`src/rtl/ysyx_23060236_ifetch_refill.sv`:
```
// ysyx_23060236_ifetch_refill: icache probe front end with 8-beat AXI4 line refill
// and single-beat uncached bypass for instruction fetch.
module ysyx_23060236_ifetch_refill #(
    parameter logic [6:0] CACHE_BASE = 7'h50
) (
    input  logic        clock,
    input  logic        reset,
    input  logic        req_valid,
    output logic        req_ready,
    input  logic [31:0] req_addr,
    output logic        resp_valid,
    input  logic        resp_ready,
    output logic [31:0] resp_inst,
    output logic        resp_err,
    output logic [24:0] icache_araddr,
    input  logic [31:0] icache_rdata,
    input  logic        icache_hit,
    output logic [24:0] icache_awaddr,
    output logic [31:0] icache_wdata,
    output logic        icache_wvalid,
    output logic        arvalid,
    input  logic        arready,
    output logic [31:0] araddr,
    output logic [7:0]  arlen,
    output logic [2:0]  arsize,
    output logic [1:0]  arburst,
    input  logic        rvalid,
    output logic        rready,
    input  logic [31:0] rdata,
    input  logic [1:0]  rresp,
    input  logic        rlast
);
    localparam logic [2:0] IDLE = 3'd0, LOOKUP = 3'd1, AR = 3'd2, R = 3'd3, RESP = 3'd4;
    logic [2:0]  r_state;
    logic [31:0] r_addr;
    logic [31:0] r_inst;
    logic        r_cacheable;
    logic        r_err;
    logic [2:0]  r_beat_cnt;
    logic        w_beat;
    logic        w_hit;
    assign w_beat        = (r_state == R) && rvalid;
    assign w_hit         = r_cacheable && icache_hit;
    assign req_ready     = r_state == IDLE;
    assign arvalid       = r_state == AR;
    assign rready        = r_state == R;
    assign resp_valid    = r_state == RESP;
    assign resp_inst     = r_inst;
    assign resp_err      = r_err;
    assign araddr        = r_cacheable ? {r_addr[31:5], 5'b0} : {r_addr[31:2], 2'b0};
    assign arlen         = r_cacheable ? 8'd7 : 8'd0;
    assign arsize        = 3'b010;
    assign arburst       = 2'b01;
    assign icache_araddr = r_addr[24:0];
    assign icache_awaddr = {r_addr[24:5], r_beat_cnt, 2'b0};
    assign icache_wdata  = rdata;
    assign icache_wvalid = w_beat && r_cacheable;
    always_ff @(posedge clock or posedge reset) begin
        if (reset) begin
            r_state     <= IDLE;
            r_addr      <= '0;
            r_inst      <= '0;
            r_cacheable <= 1'b0;
            r_err       <= 1'b0;
            r_beat_cnt  <= '0;
        end else begin
            case (r_state)
                IDLE: if (req_valid) begin
                    r_addr      <= req_addr;
                    r_cacheable <= req_addr[31:25] == CACHE_BASE;
                    r_beat_cnt  <= '0;
                    r_err       <= 1'b0;
                    r_state     <= LOOKUP;
                end
                LOOKUP: begin
                    if (w_hit) r_inst <= icache_rdata;
                    r_state <= w_hit ? RESP : AR;
                end
                AR: if (arready) r_state <= R;
                // every beat is written to the line; only the requested word is returned
                R: if (rvalid) begin
                    if (!r_cacheable || r_beat_cnt == r_addr[4:2]) r_inst <= rdata;
                    r_err      <= r_err | (rresp != 2'b00);
                    r_beat_cnt <= r_beat_cnt + 3'd1;
                    if (rlast) r_state <= RESP;
                end
                RESP: if (resp_ready) r_state <= IDLE;
                default: r_state <= IDLE;
            endcase
        end
    end
endmodule

```
`config.mk`:
```
export PLATFORM = sky130hd
export DESIGN_NAME = ysyx_23060236_ifetch_refill
export DESIGN_NICKNAME = d
export VERILOG_FILES = /design/src/rtl/ysyx_23060236_ifetch_refill.sv
export SDC_FILE = /design/constraint.sdc
export NUM_CORES = 1
export LEC_CHECK = 0
export ABC_AREA = 1
export CAP_MARGIN = 20
export CORE_MARGIN = 2
export CORE_UTILIZATION = 39
export DETAILED_ROUTE_END_ITERATION = 10
export PLACE_DENSITY = 0.86
export SYNTH_ARGS = -nofsm -noshare
export SYNTH_HDL_FRONTEND = slang
export SYNTH_SLANG_ARGS = --single-unit
```
`constraint.sdc`:
```
create_clock -name clock -period 3.7 [get_ports clock]
set_input_delay 0.555 -clock clock [delete_from_list [all_inputs] [get_ports clock]]
set_output_delay 0.555 -clock clock [all_outputs]
set_load 0.05 [all_outputs]
```
==> impl_metrics.ini <==
[setup_path]
path_delay_family = simple AND/OR/NAND/NOR gates
cp_data_arrival_time_ns = 3.10
path_class = reg -> reg
slowest_delay_ns = 0.61
end_kind = flop
path_cells = inv_2 -> nand2_1 -> nor2_4 -> buf_4 -> inv_2 -> nor2_2 -> nand2_2 -> nand2_2 -> nand2_1 -> nand2_1
critPathLaunchType = flop
cp_max_fo = 36
path_buf_inv = 3
crit_top_cell = nand2_1
reg2reg_depth = 10
cp_slowest_cell = nand2_2
worst-path-stages = 10
worst_ep_required_time_ns = 3.98

[cts]
clockRootBuffer = clkbuf_8
postCtsSetupBuffers = 0
cts_num_sinks = 72
htree_levels = 3
numCtsBuffers = 9
cts.clk_slew.worst_paths_ns = 0.08
cts_hold_buf = 0
cts.path.max_buffers = 2
cts_resized = 0
worstSkewPairLatency_ns = 0.34
cts_tree = done

[sta]
rsz0062_at_grt = false
setup_viol = 0
timing.final.hold_violations = 0
fmax_ghz = 0.354
worstMarginPinSlew_ns = 0.893
slew-limit-headroom_pct = 40.4
min_period_over_period_pct = 76.3
fin_skew_ns = 0.0132
finalCriticalPeriod_ns = 2.82
final.setup.tns_ns = 0
maxSlewViolCount = 0

[pwr]
powerDensity_nw_per_um2 = 1030
power.leakage_nw = 3.11
vdd_drop_max_mv = 0.602

[synth]
synth.most_common_cell = nand2_1
synth_top_cell_area_share_pct = 44.0
ys.warnings.count = 0
synthArstFlopShare_pct = 100
yosys.area_share.adder_pct = 0.305
synthesis.area_sq_um = 4100
synth-edff-count = 0
syn_inst = 556
synth_simple_gate_area_share_pct = 32.8
synth_common_cells = 280 x nand2_1, 91 x buf_4, 72 x dfrtp_1, 37 x nand3_1, 17 x inv_1
synth_xor_area_share_pct = 0.427
synth_seq_area_share_pct = 44.0
synth_mux_area_share_pct = 0
synth_compound_area_share_pct = 1.62
syn_avg_cell_area_sq_um = 7.37
synthFlopType = dfrtp_1
synthTopCellsByArea = dfrtp_1 44%, nand2_1 26%, buf_4 17%, nand3_1 4.5%, buf_2 1.7%
ys_ff_latch = 72
synth_top_family_by_area = simple AND/OR/NAND/NOR gates
synth_top_area_cell = dfrtp_1
synth_cell_types = 24

[global_route]
antenna_found_initial = 0
grt.total_usage_pct = 21.0
grt_pass1_vias = 3882
grt_first_pass_wirelength_um = 18600
overflow = 0
grt_max_degree = 63

[drt]
vias = 4060
wl_per_cell_um = 14.1
first_pass_iters = 5
route.detailed.vias_per_inst = 4.66
drcViolationCount = 0
drtIter0Drc = 188
ant_nets = 0
drt-total-wl_um = 12300

[final_layout]
drive_gt1_share_pct = 4.76
num-fill-cells = 873
diodes = 0
seqCellArea_sq_um = 1800
nNetsFinal = 837
syn_to_final_growth_pct = 55.4
fin_area_sq_um = 6370
fin_cells = 871
multi_input_area_sq_um = 1500

[floorplan]
rows = 37
initial_utilization_pct = 39.9
dieArea_sq_um = 11300
core_area_sq_um = 10300
io_pins = 271
die_w_um = 107
die_y_um = 107

[hold_path]
worstHoldPathCells = 2
hold_path_class = reg -> reg

[placed_design]
placed_area_sq_um = 6140
portBuffers = 256
dp_cells = 854
place_congestion = 0.863
dpl.hpwl_um = 9650

[outcome]
status = finished, final reports clean

[job]
maxCapViolCount = 0
worst min-delay path: stages (launching register included):
cell and delay (ns):
dfrtp_1 0.34, nand2_1 0.06, nand2_1 0.05
placed cells by master (no fill, tap or decap), types with 2 or more instances in the layout:
master	count
nand3b_1	2
nand3_1	37
nand2_2	2
buf_4	6
o21ai_0	9
nand2_1	280
inv_2	3
clkbuf_8	11
conb_1	14
nor2_1	7
clkinv_2	4
dfrtp_1	72
nor3_1	2
clkdlybuf4s50_1	255
inv_1	16
nor2_2	3
flip-flops by register name, indices dropped and copies added (netlist names):
signal,cells
r_addr,32
resp_inst,32
r_beat_cnt,3
r_state,3
r_cacheable,1
resp_err,1
path summary, 6_finish.rpt:
kind,to,slack [ns],from
hold reg to reg,resp_inst[25]$_DFFE_PP0P_,0.48,resp_inst[25]$_DFFE_PP0P_
setup / recovery,resp_inst[20]$_DFFE_PP0P_,0.88,r_state[2]$_DFFE_PP0P_
setup reg to reg,resp_inst[20]$_DFFE_PP0P_,0.88,r_state[2]$_DFFE_PP0P_
min in group asynchronous,resp_inst[0]$_DFFE_PP0P_,0.57,reset
hold / removal,resp_inst[25]$_DFFE_PP0P_,0.48,resp_inst[25]$_DFFE_PP0P_
max in group asynchronous,resp_inst[24]$_DFFE_PP0P_,2.35,reset
power by group:
part / internal, mW / total (mW) / switching [mW]
combinational: 1.38 / 4.52 / 3.14
sequential: 1.14 / 1.43 / 0.284
clock: 0.347 / 0.643 / 0.296
total: 2.87 / 6.59 / 3.72
per-stage QoR:
stage	hold WS (ns)	total power, mW	util (%)	setup slack (ns)
2_1_floorplan	0.501	4.72	-	1.18
3_3_place_gp	0.454	5.87	59.8	1.09
3_5_place_dp	0.462	5.97	59.8	0.886
4_1_cts	0.479	6.62	61.8	0.859
5_1_grt	0.496	6.91	62.0	0.607
6_report	0.478	6.59	62.0	0.877
cell type report:
| class | count | share of cell area [%] |
|---|---|---|
| Sequential cell | 72 | 28.3 |
| Tap cell | 136 | 2.67 |
| Multi-Input combinational cell | 365 | 23.5 |
| Clock inverter | 5 | 0.845 |
| Inverter | 20 | 1.20 |
| Timing Repair Buffer | 262 | 41.1 |
| Clock buffer | 11 | 2.38 |
cells by family (layout without fill, tap and decap cells):
| logic type | count (synthesis) | count (layout) |
|---|---|---|
| flops | 72 | 72 |
| fa+ha+maj | 1 | 1 |
| simple gates | 336 | 336 |
| other cells | 2 | 14 |
| buf+inv | 131 | 298 |
| xor+xnor | 2 | 2 |
| compound gates | 12 | 12 |
layer usage:
metal  part of all wire (%)  track usage, %  vias to the layer above  wire length [um]
met5                      0               0                        -                 0
met4                    3.0            9.00                        0               364
li1                       -               -                     1949                 -
met1                     36            21.9                     1855              4410
met2                     53            40.2                      223              6580
met3                    7.9            4.35                       33               969
(Power assumes the default switching activity.)
